### src/rtl/tis_exec_core.sv
// -----------------------------------------------------------------------------
// tis_exec_core
//
// Execution core of one TIS node. It holds the ACC/BAK datapath, a saturating
// ALU, the program counter with jump logic, and blocking neighbour ports.
// The instruction store lives outside the core and is read asynchronously by
// the program counter (Addr_instr -> instr).
//
// Instruction word (IW = 12 + W bits):
//   op  = instr[IW-1 -: 4], src = instr[IW-5 -: 4], dst = instr[IW-9 -: 4],
//   imm = instr[W-1:0]
// Operand codes: 0 IMM (source only), 1 ACC, 2 NIL, 3+i neighbour port i.
// Port codes at or above 3+NPORT behave as NIL and never stall.
//
// Optional feature, macro TIS_ANY_LAST_EN:
//   15 = ANY  (read: lowest-index valid port wins; write: offered on all ports,
//              lowest-index ready completes)
//   14 = LAST (port most recently used by ANY; NIL after reset)
// With the macro undefined, codes 14 and 15 behave as NIL.
//
// Handshake rule (both directions): a word moves on a rising edge where
// valid and ready are both high on the same port. The core raises in_ready
// only in RD_WAIT and out_valid only in WR_WAIT; both are forced low while
// hlt is high, so nothing moves during a freeze.
//
// Ports:
//   clk, reset        clock, synchronous active-high reset
//   hlt               freeze: no state change while high
//   instr             instruction at Addr_instr
//   Addr_instr        program counter
//   in_data/valid     neighbour read data, slice i = [i*W +: W]
//   in_ready          core accepting on port i
//   out_data          write data, same value on every slice
//   out_valid         core offering data on port i
//   out_ready         neighbour accepts on port i
//   ACCond            current ACC
//   busy              high in RD_WAIT or WR_WAIT
//   dbg_state         FSM state (0 EXEC, 1 RD_WAIT, 2 WR_WAIT, 3 HALTED)
// -----------------------------------------------------------------------------
module tis_exec_core #(
  parameter int W        = 8,
  parameter int NPORT    = 4,
  parameter int AW       = 8,
  parameter int PROG_LEN = 16
) (
  input  logic                 clk,
  input  logic                 reset,
  input  logic                 hlt,
  input  logic [12+W-1:0]      instr,
  output logic [AW-1:0]        Addr_instr,
  input  logic [NPORT*W-1:0]   in_data,
  input  logic [NPORT-1:0]     in_valid,
  output logic [NPORT-1:0]     in_ready,
  output logic [NPORT*W-1:0]   out_data,
  output logic [NPORT-1:0]     out_valid,
  input  logic [NPORT-1:0]     out_ready,
  output logic [W-1:0]         ACCond,
  output logic                 busy,
  output logic [1:0]           dbg_state
);

  localparam int IW = 12 + W;

  typedef enum logic [1:0] {
    S_EXEC    = 2'd0,
    S_RD_WAIT = 2'd1,
    S_WR_WAIT = 2'd2,
    S_HALTED  = 2'd3
  } state_e;

  localparam logic [3:0] OP_NOP = 4'd0;
  localparam logic [3:0] OP_MOV = 4'd1;
  localparam logic [3:0] OP_SWP = 4'd2;
  localparam logic [3:0] OP_SAV = 4'd3;
  localparam logic [3:0] OP_ADD = 4'd4;
  localparam logic [3:0] OP_SUB = 4'd5;
  localparam logic [3:0] OP_NEG = 4'd6;
  localparam logic [3:0] OP_JMP = 4'd7;
  localparam logic [3:0] OP_JEZ = 4'd8;
  localparam logic [3:0] OP_JNZ = 4'd9;
  localparam logic [3:0] OP_JGZ = 4'd10;
  localparam logic [3:0] OP_JLZ = 4'd11;
  localparam logic [3:0] OP_JRO = 4'd12;
  localparam logic [3:0] OP_HCF = 4'd13;

  localparam logic [3:0] C_IMM  = 4'd0;
  localparam logic [3:0] C_ACC  = 4'd1;
`ifdef TIS_ANY_LAST_EN
  localparam logic [3:0] C_NIL  = 4'd2;
  localparam logic [3:0] C_LAST = 4'd14;
  localparam logic [3:0] C_ANY  = 4'd15;
`endif

  // Symmetric saturation limits: -128 is never produced by the ALU.
  localparam logic signed [W:0]   SMAX      = (W+1)'(2**(W-1) - 1);
  localparam logic signed [W:0]   SMIN      = -SMAX;
  localparam logic [AW-1:0]       PC_LAST   = AW'(PROG_LEN - 1);
  localparam logic signed [W+1:0] PC_LAST_S = (W+2)'(PROG_LEN - 1);

  // ---------------------------------------------------------------------------
  // State
  // ---------------------------------------------------------------------------
  state_e          state_q, state_d;
  logic [W-1:0]    acc_q, acc_d;
  logic [W-1:0]    bak_q, bak_d;
  logic [AW-1:0]   pc_q, pc_d;
  logic [3:0]      rd_code_q, rd_code_d;   // port code being read in RD_WAIT
  logic [3:0]      wr_code_q, wr_code_d;   // port code being written in WR_WAIT
  logic [W-1:0]    odata_q, odata_d;       // word offered in WR_WAIT
`ifdef TIS_ANY_LAST_EN
  logic [3:0]      last_q, last_d;
  logic [3:0]      rd_hit, wr_hit;
`endif

  // ---------------------------------------------------------------------------
  // Decode
  // ---------------------------------------------------------------------------
  logic [3:0]   op, src, dst;
  logic [W-1:0] imm;
  logic [3:0]   src_eff, dst_eff;
  logic         src_chan, dst_chan;
  logic [W-1:0] src_val;
  logic [AW-1:0] jmp_tgt, pc_inc;

  assign op  = instr[IW-1 -: 4];
  assign src = instr[IW-5 -: 4];
  assign dst = instr[IW-9 -: 4];
  assign imm = instr[W-1:0];

  function automatic logic is_port(input logic [3:0] c);
    return (c >= 4'd3) && (int'(c) < 3 + NPORT);
  endfunction

  function automatic logic is_chan(input logic [3:0] c);
`ifdef TIS_ANY_LAST_EN
    return is_port(c) || (c == C_ANY);
`else
    return is_port(c);
`endif
  endfunction

  function automatic logic [W-1:0] sat(input logic signed [W:0] v);
    if (v > SMAX)      return SMAX[W-1:0];
    else if (v < SMIN) return SMIN[W-1:0];
    else               return v[W-1:0];
  endfunction

  // LAST is an alias: resolve it to the remembered port code before decode.
  always_comb begin
    src_eff = src;
    dst_eff = dst;
`ifdef TIS_ANY_LAST_EN
    if (src == C_LAST) src_eff = last_q;
    if (dst == C_LAST) dst_eff = last_q;
`endif
  end

  // Only MOV/ADD/SUB/JRO read their source; other opcodes never stall on it.
  assign src_chan = ((op == OP_MOV) || (op == OP_ADD) || (op == OP_SUB) ||
                     (op == OP_JRO)) && is_chan(src_eff);
  assign dst_chan = (op == OP_MOV) && is_chan(dst_eff);

  always_comb begin
    src_val = '0;
    if (src_eff == C_IMM)      src_val = imm;
    else if (src_eff == C_ACC) src_val = acc_q;
  end

  assign jmp_tgt = AW'(32'(imm[AW-1:0]) % 32'(PROG_LEN));
  assign pc_inc  = (pc_q == PC_LAST) ? '0 : pc_q + 1'b1;

  // ---------------------------------------------------------------------------
  // Read channel
  // ---------------------------------------------------------------------------
  logic [NPORT-1:0] rd_ready;
  logic [W-1:0]     rd_val;
  logic             rd_fire;

  always_comb begin
    rd_ready = '0;
    rd_val   = '0;
`ifdef TIS_ANY_LAST_EN
    rd_hit   = C_NIL;
`endif
    if ((state_q == S_RD_WAIT) && !hlt) begin
`ifdef TIS_ANY_LAST_EN
      // ANY: ready on every port until someone offers, then only the winner.
      if (rd_code_q == C_ANY) begin
        rd_ready = '1;
        for (int i = NPORT - 1; i >= 0; i--) begin
          if (in_valid[i]) begin
            rd_ready    = '0;
            rd_ready[i] = 1'b1;
          end
        end
      end else
`endif
      for (int i = 0; i < NPORT; i++) begin
        if (rd_code_q == 4'(i + 3)) rd_ready[i] = 1'b1;
      end
    end
    for (int i = 0; i < NPORT; i++) begin
      if (rd_ready[i] && in_valid[i]) begin
        rd_val = in_data[i*W +: W];
`ifdef TIS_ANY_LAST_EN
        rd_hit = 4'(i + 3);
`endif
      end
    end
  end

  assign rd_fire  = |(rd_ready & in_valid);
  assign in_ready = rd_ready;

  // ---------------------------------------------------------------------------
  // Write channel
  // ---------------------------------------------------------------------------
  logic wr_fire;

  always_comb begin
    out_valid = '0;
`ifdef TIS_ANY_LAST_EN
    wr_hit    = C_NIL;
`endif
    if ((state_q == S_WR_WAIT) && !hlt) begin
`ifdef TIS_ANY_LAST_EN
      if (wr_code_q == C_ANY) out_valid = '1;
      else
`endif
      for (int i = 0; i < NPORT; i++) begin
        if (wr_code_q == 4'(i + 3)) out_valid[i] = 1'b1;
      end
    end
`ifdef TIS_ANY_LAST_EN
    for (int i = NPORT - 1; i >= 0; i--) begin
      if (out_valid[i] && out_ready[i]) wr_hit = 4'(i + 3);
    end
`endif
  end

  assign wr_fire  = |(out_valid & out_ready);
  assign out_data = {NPORT{odata_q}};

  // ---------------------------------------------------------------------------
  // Next state
  // ---------------------------------------------------------------------------
  logic [W-1:0]      opv;
  logic              do_op;
  logic signed [W+1:0] jro_t;

  always_comb begin
    state_d   = state_q;
    acc_d     = acc_q;
    bak_d     = bak_q;
    pc_d      = pc_q;
    rd_code_d = rd_code_q;
    wr_code_d = wr_code_q;
    odata_d   = odata_q;
`ifdef TIS_ANY_LAST_EN
    last_d    = last_q;
`endif
    jro_t     = '0;
    do_op     = 1'b0;
    // In RD_WAIT the instruction is still at PC, so the operand comes from
    // the handshaking port and the rest of the op completes normally.
    opv       = (state_q == S_RD_WAIT) ? rd_val : src_val;

    case (state_q)
      S_EXEC: begin
        if (src_chan) begin
          state_d   = S_RD_WAIT;
          rd_code_d = src_eff;
        end else begin
          do_op = 1'b1;
        end
      end
      S_RD_WAIT: begin
        if (rd_fire) begin
          do_op = 1'b1;
`ifdef TIS_ANY_LAST_EN
          if (rd_code_q == C_ANY) last_d = rd_hit;
`endif
        end
      end
      S_WR_WAIT: begin
        if (wr_fire) begin
          pc_d    = pc_inc;
          state_d = S_EXEC;
`ifdef TIS_ANY_LAST_EN
          if (wr_code_q == C_ANY) last_d = wr_hit;
`endif
        end
      end
      default: ;  // HALTED: only reset leaves
    endcase

    if (do_op) begin
      state_d = S_EXEC;
      pc_d    = pc_inc;
      case (op)
        OP_NOP: ;
        OP_MOV: begin
          if (dst_chan) begin
            odata_d   = opv;
            wr_code_d = dst_eff;
            state_d   = S_WR_WAIT;
            pc_d      = pc_q;
          end else if (dst_eff == C_ACC) begin
            acc_d = opv;  // plain move, no saturation
          end
        end
        OP_SWP: begin
          acc_d = bak_q;
          bak_d = acc_q;
        end
        OP_SAV: bak_d = acc_q;
        OP_ADD: acc_d = sat({acc_q[W-1], acc_q} + {opv[W-1], opv});
        OP_SUB: acc_d = sat({acc_q[W-1], acc_q} - {opv[W-1], opv});
        OP_NEG: acc_d = sat((W+1)'(0) - {acc_q[W-1], acc_q});
        OP_JMP: pc_d = jmp_tgt;
        OP_JEZ: if (acc_q == '0) pc_d = jmp_tgt;
        OP_JNZ: if (acc_q != '0) pc_d = jmp_tgt;
        OP_JGZ: if (!acc_q[W-1] && (acc_q != '0)) pc_d = jmp_tgt;
        OP_JLZ: if (acc_q[W-1]) pc_d = jmp_tgt;
        OP_JRO: begin
          jro_t = $signed((W+2)'(pc_q)) + (W+2)'($signed(opv));
          if (jro_t < 0)              pc_d = '0;
          else if (jro_t > PC_LAST_S) pc_d = PC_LAST;
          else                        pc_d = jro_t[AW-1:0];
        end
        OP_HCF: begin
          state_d = S_HALTED;
          pc_d    = pc_q;
        end
        default: ;  // 14/15 are NOP
      endcase
    end
  end

  // ---------------------------------------------------------------------------
  // Registers: reset beats hlt, hlt freezes everything.
  // ---------------------------------------------------------------------------
  always_ff @(posedge clk) begin
    if (reset) begin
      state_q   <= S_EXEC;
      acc_q     <= '0;
      bak_q     <= '0;
      pc_q      <= '0;
      rd_code_q <= '0;
      wr_code_q <= '0;
      odata_q   <= '0;
`ifdef TIS_ANY_LAST_EN
      last_q    <= C_NIL;
`endif
    end else if (!hlt) begin
      state_q   <= state_d;
      acc_q     <= acc_d;
      bak_q     <= bak_d;
      pc_q      <= pc_d;
      rd_code_q <= rd_code_d;
      wr_code_q <= wr_code_d;
      odata_q   <= odata_d;
`ifdef TIS_ANY_LAST_EN
      last_q    <= last_d;
`endif
    end
  end

  assign Addr_instr = pc_q;
  assign ACCond     = acc_q;
  assign busy       = (state_q == S_RD_WAIT) || (state_q == S_WR_WAIT);
  assign dbg_state  = state_q;

endmodule

### config.mk
export PLATFORM = sky130hd
export DESIGN_NAME = tis_exec_core
export DESIGN_NICKNAME = d
export VERILOG_FILES = /design/src/rtl/tis_exec_core.sv
export SDC_FILE = /design/constraint.sdc
export NUM_CORES = 1
export LEC_CHECK = 0
export ABC_AREA = 1
export CAP_MARGIN = 40
export CELL_PAD_IN_SITES_DETAIL_PLACEMENT = 1
export CELL_PAD_IN_SITES_GLOBAL_PLACEMENT = 1
export CORE_UTILIZATION = 31
export CTS_BUF_LIST = sky130_fd_sc_hd__clkbuf_2 sky130_fd_sc_hd__clkbuf_4 sky130_fd_sc_hd__clkbuf_8
export DETAILED_ROUTE_END_ITERATION = 6
export HOLD_SLACK_MARGIN = 0.02
export PLACE_DENSITY = 0.82
export SETUP_SLACK_MARGIN = 0.4
export SYNTH_ARGS = -nofsm -noshare
export SYNTH_HDL_FRONTEND = slang
export SYNTH_SLANG_ARGS = --single-unit
### constraint.sdc
create_clock -name clk -period 4.8 [get_ports clk]
set_input_delay 0.72 -clock clk [delete_from_list [all_inputs] [get_ports clk]]
set_output_delay 0.72 -clock clk [all_outputs]
set_load 0.005 [all_outputs]
==> summary.json, run 1 <==
{
  "clk_latency_ns": 0.34,
  "drt-pass1-iter-count": 4,
  "yosysUniqueCellTypes": 49,
  "totalPowerFinal_uw": 1430,
  "floorplan.rows": 45,
  "pwr-share-comb": 0.497,
  "power.internal_uw": 802,
  "crit_path_frequent_cell": "sky130_fd_sc_hd__nand2_1",
  "grt_pass1_vias": 5815,
  "cp_num_buf_inv": 8,
  "post_drt_wl_per_cell_um": 16.2,
  "endpoint_kind": "flop",
  "finalWorstPathRequiredPeriod_ns": 4.12,
  "grt_max_degree": 19,
  "top_level_ports": 122,
  "path_clk_slew_ns": 0.09,
  "cp_data_arrival_time_ns": 4.31,
  "final-instance-count-excl-fill": 1127,
  "utilization": 0.417,
  "power_frac_seq": 0.279,
  "worst_hold_path.num_cells": 2,
  "worst_path_largest_cell_delay_ns": 0.44,
  "power.share.switching": 0.439,
  "core_um2": 15300,
  "synth_edf_count": 0,
  "finalHoldViolCount": 0,
  "groute.usage.overall": 0.229,
  "rsz_0062_raised_after_global_routing": "false",
  "fp.dieW_um": 127,
  "post-route-drc-count": 0,
  "replace_congestion": 0.962,
  "initial_utilization": 0.320,
  "clock_sink_count": 42,
  "clock_tree.root_cell": "sky130_fd_sc_hd__clkbuf_8",
  "detailroute.via_count": 5674,
  "power.switching_uw": 627,
  "multi_input_comb_area_um2": 3340,
  "synthFlopType": "sky130_fd_sc_hd__dfxtp_1",
  "syn_area_per_cell_um2": 6.03,
  "cellLeakagePower_uw": 0.00293,
  "timing.hold.worst.start": "rd_code_q[3]",
  "drt.antenna.violating_nets": 0,
  "worstHoldPathType": "flop to flop",
  "power_density_nw_per_um2": 225,
  "die-height_um": 127,
  "outcome": "completed",
  "timing.slew.headroom": 0.558,
  "area.sequential_um2": 841,
  "ys_seq_area_frac": 0.172,
  "regToRegSetupSlack_ns": 0.82,
  "worst-setup-path-type": "input port to flop",
  "drv.max_cap_violation_count": 0,
  "setup_viol": 0,
  "cp-start-kind": "input port",
  "cts_hold_repair.buffers": 0,
  "max_clock_freq_ghz": 0.243,
  "cts_tree": "done",
  "area_delta_synth_final_pct": 30.4,
  "tightest_slew_ns": 0.656,
  "critPathMaxFanout": 7,
  "clock_path_buffers": 2,
  "diodes": 0,
  "num-nets-final": 1015,
  "grt_antenna_before_repair": 0,
  "timing.hold.worst_endpoint": "rd_code_q[3]",
  "worstRegToRegCells": 30,
  "global_route.overflow_total": 0,
  "die_area_um2": 16200,
  "timing.clock.skew_ns": 0.0169,
  "synth-warning-count": 0,
  "fraction_of_synthesis_flops_using_an_asynchronous_set_or_reset_pin": 0,
  "post_synth_most_frequent_cells": "219 x sky130_fd_sc_hd__nand2_1, 112 x sky130_fd_sc_hd__inv_1, 67 x sky130_fd_sc_hd__nor2_1, 64 x sky130_fd_sc_hd__nand3_1, 59 x sky130_fd_sc_hd__a21oi_1",
  "clock_power_share": 0.225,
  "area_share_of_the_leading_cell_type_in_the_synthesized_netlist": 0.172,
  "finalSetupTns_ns": 0,
  "post_synthesis_cell_area_um2": 4880,
  "detail_route.vias_per_cell": 5.03,
  "cp_top_family": "simple AND/OR/NAND/NOR gates",
  "synthCells": 809,
  "worst_ep_required_time_ns": 5.00,
  "crit_slowest_cell": "sky130_fd_sc_hd__clkdlybuf4s50_1",
  "peak_ir_drop_on_the_vdd_network_uv": 116,
  "detailedRoute.firstIterationViolations": 278,
  "numCtsBuffers": 5,
  "worst_r2r_endpoint": "ACCond[2]",
  "fillers": 2057,
  "synthesis.nets": 909,
  "ys_seq_elements": 42,
  "place_hpwl_um": 14900,
  "ys_top_cells_by_area": "sky130_fd_sc_hd__dfxtp_1 17%, sky130_fd_sc_hd__nand2_1 17%, sky130_fd_sc_hd__ha_1 8.7%, sky130_fd_sc_hd__inv_1 8.6%, sky130_fd_sc_hd__nand3_1 6.6%",
  "dp_cells": 1118,
  "htree_levels": 2,
  "layout-drive-gt1-share": 0.0742,
  "portBuffers": 121,
  "total_detailed_routing_wirelength_um": 18200,
  "synthMostInstantiatedCell": "sky130_fd_sc_hd__nand2_1",
  "grt_pass1_wl_um": 29200,
  "netlist.top_cell.by_area": "sky130_fd_sc_hd__dfxtp_1",
  "final_max_slew_viol_count": 0,
  "regToRegStartpoint": "dbg_state[1]",
  "period_share": 0.857
}
## cells in the final DEF (no fill, tap or decap), types with 6 or more instances in the layout
master and n:
sky130_fd_sc_hd__nor2_1 65, sky130_fd_sc_hd__ha_1 33, sky130_fd_sc_hd__a21oi_1 59, sky130_fd_sc_hd__xor2_1 7
sky130_fd_sc_hd__o211ai_1 14, sky130_fd_sc_hd__clkdlybuf4s50_1 120, sky130_fd_sc_hd__nand2_1 219, sky130_fd_sc_hd__inv_2 6
sky130_fd_sc_hd__dfxtp_1 42, sky130_fd_sc_hd__nand2_2 7, sky130_fd_sc_hd__buf_4 15, sky130_fd_sc_hd__nand4_1 21
sky130_fd_sc_hd__inv_1 112, sky130_fd_sc_hd__nor3_1 10, sky130_fd_sc_hd__nand3_1 64, sky130_fd_sc_hd__o21ai_0 50
## power by group through the flow
stage | sequential, uW | clock (uW) | combinational [uW]
2_1_floorplan | 395 | 0 | 447
3_3_place_gp | 405 | 0 | 683
3_5_place_dp | 405 | 0 | 697
4_1_cts | 397 | 330 | 702
5_1_grt | 401 | 338 | 788
6_report | 398 | 321 | 710
## worst min-delay path, delay by kind of cell (launching register included)
family        cells  cell delay [ns]
simple gates      1             0.08
buf+inv           1             0.04
flops             1             0.34
## state kept, by name, summed over array words and instances (netlist names)
signal	count
ACCond	8
bak_q	8
Addr_instr	8
dbg_state	2
rd_code_q	4
odata_q	8
wr_code_q	4
## per-stage QoR
step	setup WS, ns	hold WS (ns)	instance area, um2
finish	0.685	0.487	6360
floorplan	1.24	0.438	4880
global route	0.215	0.514	6360
CTS	0.449	0.488	6320
detailed placement	0.168	0.466	6210
global placement	0.326	0.461	6190
## final cells by class
type                            count  share of cell area
Inverter                          121              0.0728
Sequential cell                    42               0.132
Clock buffer                        5              0.0108
Timing Repair Buffer              137               0.211
Clock inverter                      3             0.00708
Tap cell                          211              0.0415
Multi-Input combinational cell    608               0.525
## metal layers
metal  share of wire  vias to the layer above  track usage
met5               0                        -            0
met4           0.025                        0       0.0917
met3           0.044                       31       0.0239
met2            0.49                      119        0.403
met1            0.44                     2692        0.286
li1                -                     2832            -
## logic make-up after synthesis
group / synth area share
and+or+nand+nor: 0.391
buffers and inverters: 0.149
AOI/OAI and AO/OA: 0.168
DFF: 0.172
adders and majority gates: 0.0995
xor gates and xnor gates: 0.0180
muxes: 0.00231
## timing repair
item / CTS / global route
setup buffers: 0 / 1
endpoints found under the setup margin: 0 / 12
gates resized for setup: 0 / 8
## how the worst max path moves through the flow
stage | from | endpoint | slack [ns] | cells after the start
2_1_floorplan | hlt | ACCond[0] | 1.24 | 27
3_3_place_gp | hlt | ACCond[0] | 0.33 | 28
3_5_place_dp | hlt | ACCond[0] | 0.17 | 28
4_1_cts | dbg_state[1] | ACCond[0] | 0.45 | 30
5_1_grt | instr[14] | ACCond[2] | 0.21 | 30
6_report | instr[14] | ACCond[2] | 0.68 | 30
No activity file was read; power rests on OpenSTA's default activity.
==> inputs of run 2 (changes only) <==
- CORE_ASPECT_RATIO: unset -> 0.8
- CTS_BUF_LIST: sky130_fd_sc_hd__clkbuf_2 sky130_fd_sc_hd__clkbuf_4 sky130_fd_sc_hd__clkbuf_8 -> unset
- HOLD_SLACK_MARGIN: 0.02 -> 0.08
==> run 2 against run 1 <==
Compared with the run above: cell count decreased by 0.18%; final area increased by 0.96%; via count increased by 1.7%.
==> summary.json, run 2 (synthesis gave the netlist of run 1 again) <==
{
  "worst-setup-path-type": "input port to flop",
  "total_detailed_routing_wirelength_um": 19200,
  "final_max_slew_viol_count": 0,
  "timing.clock.skew_ns": 0.00665,
  "timing.slew.headroom": 0.459,
  "floorplan.rows": 40,
  "die_area_um2": 16200,
  "grt_antenna_before_repair": 0,
  "rsz_0062_raised_after_global_routing": "false",
  "drt-pass1-iter-count": 5,
  "worst_r2r_endpoint": "ACCond[0]",
  "period_share": 0.839,
  "detail_route.vias_per_cell": 5.13,
  "place_hpwl_um": 15600,
  "clock_sink_count": 42,
  "num-nets-final": 1014,
  "setup_viol": 0,
  "tightest_slew_ns": 0.809,
  "htree_levels": 2,
  "finalSetupTns_ns": 0,
  "final_cell_mix": "217 x sky130_fd_sc_hd__nand2_1, 120 x sky130_fd_sc_hd__clkdlybuf4s50_1, 112 x sky130_fd_sc_hd__inv_1",
  "replace_congestion": 0.921,
  "detailroute.via_count": 5773,
  "fin_ws_ns": 0.771,
  "cts_tree": "done",
  "timing.hold.worst.start": "wr_code_q[3]",
  "drv.max_cap_violation_count": 0,
  "initial_utilization": 0.321,
  "regToRegSetupSlack_ns": 0.82,
  "worst_hold_path.num_cells": 2,
  "portBuffers": 121,
  "die-height_um": 114,
  "post-route-drc-count": 0,
  "outcome": "completed",
  "clock_tree.root_cell": "sky130_fd_sc_hd__clkbuf_16",
  "groute.usage.overall": 0.240,
  "layout_commonest_cell": "sky130_fd_sc_hd__nand2_1",
  "detailedRoute.firstIterationViolations": 301,
  "top_level_ports": 122,
  "fillers": 2050,
  "cellLeakagePower_uw": 0.00296,
  "cp_data_arrival_time_ns": 4.23,
  "grt_pass1_wl_um": 30000,
  "endpoint_kind": "flop",
  "core_um2": 15200,
  "clock_path_buffers": 2,
  "grt_max_degree": 28,
  "max_clock_freq_ghz": 0.248,
  "cp-start-kind": "input port",
  "worstHoldPathType": "flop to flop",
  "path_clk_slew_ns": 0.07,
  "finalWorstPathRequiredPeriod_ns": 4.03,
  "fp.dieW_um": 142,
  "post_drt_wl_per_cell_um": 17.0,
  "critPathMaxFanout": 7,
  "diodes": 0,
  "global_route.overflow_total": 0,
  "timing.hold.worst_endpoint": "wr_code_q[3]",
  "layout-drive-gt1-share": 0.0798,
  "power_density_nw_per_um2": 232,
  "placement.setup.worst_slack_ns": 0.0638,
  "finalHoldViolCount": 0,
  "worst_ep_required_time_ns": 5.00,
  "peak_ir_drop_on_the_vdd_network_uv": 145,
  "clk_latency_ns": 0.30,
  "area_delta_synth_final_pct": 31.7,
  "regToRegStartpoint": "dbg_state[0]",
  "drt.antenna.violating_nets": 0,
  "worstRegToRegCells": 26,
  "grt_pass1_vias": 5612,
  "numCtsBuffers": 5
}
-- run 2: worst max-delay path: stages --
cell and delay (ns):
sky130_fd_sc_hd__clkdlybuf4s50_1 0.45, sky130_fd_sc_hd__nor2_1 0.12, sky130_fd_sc_hd__inv_1 0.06, sky130_fd_sc_hd__nor2_2 0.13
sky130_fd_sc_hd__inv_1 0.08, sky130_fd_sc_hd__nor2_1 0.09, sky130_fd_sc_hd__inv_1 0.11, sky130_fd_sc_hd__o22ai_1 0.17
sky130_fd_sc_hd__nand2_1 0.10, sky130_fd_sc_hd__nand2_2 0.16, sky130_fd_sc_hd__ha_2 0.23, sky130_fd_sc_hd__inv_1 0.06
sky130_fd_sc_hd__fa_1 0.41, sky130_fd_sc_hd__inv_1 0.09, sky130_fd_sc_hd__nand3_1 0.10, sky130_fd_sc_hd__nand3_1 0.08
sky130_fd_sc_hd__nand2_1 0.07, sky130_fd_sc_hd__a22oi_2 0.22, sky130_fd_sc_hd__inv_1 0.09, sky130_fd_sc_hd__nand2_2 0.14
sky130_fd_sc_hd__nand3_1 0.10, sky130_fd_sc_hd__nand2_1 0.07, sky130_fd_sc_hd__nand2_1 0.05, sky130_fd_sc_hd__nor2_1 0.11
sky130_fd_sc_hd__nand3_1 0.09, sky130_fd_sc_hd__nand2_1 0.07, sky130_fd_sc_hd__inv_1 0.04
-- run 2: layout make-up --
type / count / area [um2] / area share
tap: 210 / 263 / 0.0409
multi-input combinational: 608 / 3360 / 0.524
timing repair buffer: 136 / 1350 / 0.210
clock buffer: 5 / 125 / 0.0195
clock inverter: 3 / 21.3 / 0.00331
inverter: 121 / 463 / 0.0721
sequential: 42 / 841 / 0.131
-- run 2: per-stage QoR --
step | cells | cell area (um2) | utilization | power, uW | hold WS, ns
after global routing | 1125 | 6420 | 0.422 | 1580 | 0.522
after detailed placement | 1116 | 6210 | 0.408 | 1120 | 0.473
after global placement | 1115 | 6190 | 0.407 | 1090 | 0.454
final | 1125 | 6420 | 0.422 | 1490 | 0.487
after CTS | 1124 | 6370 | 0.419 | 1480 | 0.483
after floorplan | 809 | 4880 | - | 842 | 0.438
-- run 2: what timing repair did --
item | CTS | global route
setup buffers | 0 | 1
pin swaps | 0 | 1
cloned | 0 | 0
setup endpoints to repair | 2 | 12
gates resized for setup | 3 | 11
hold buffers | 0 | 0
-- run 2: worst max path at each step --
stage	slack [ns]	end	startpoint	cells after the start
after floorplan	1.24	ACCond[0]	hlt	27
after global placement	0.29	ACCond[4]	hlt	21
after detailed placement	0.06	ACCond[0]	hlt	27
after CTS	0.44	ACCond[0]	hlt	27
after global routing	0.47	Addr_instr[1]	instr[14]	24
final	0.77	ACCond[0]	instr[14]	27
-- run 2: report_power, final --
group	switching (uW)	internal, uW
Clock	164	193
Combinational	453	282
Sequential	33.4	366
-- run 2: per-layer routing --
layer / global-route usage / share of wire
met5: 0 / 0
met4: 0.0380 / 0.013
met1: 0.343 / 0.48
met2: 0.384 / 0.44
met3: 0.0355 / 0.059
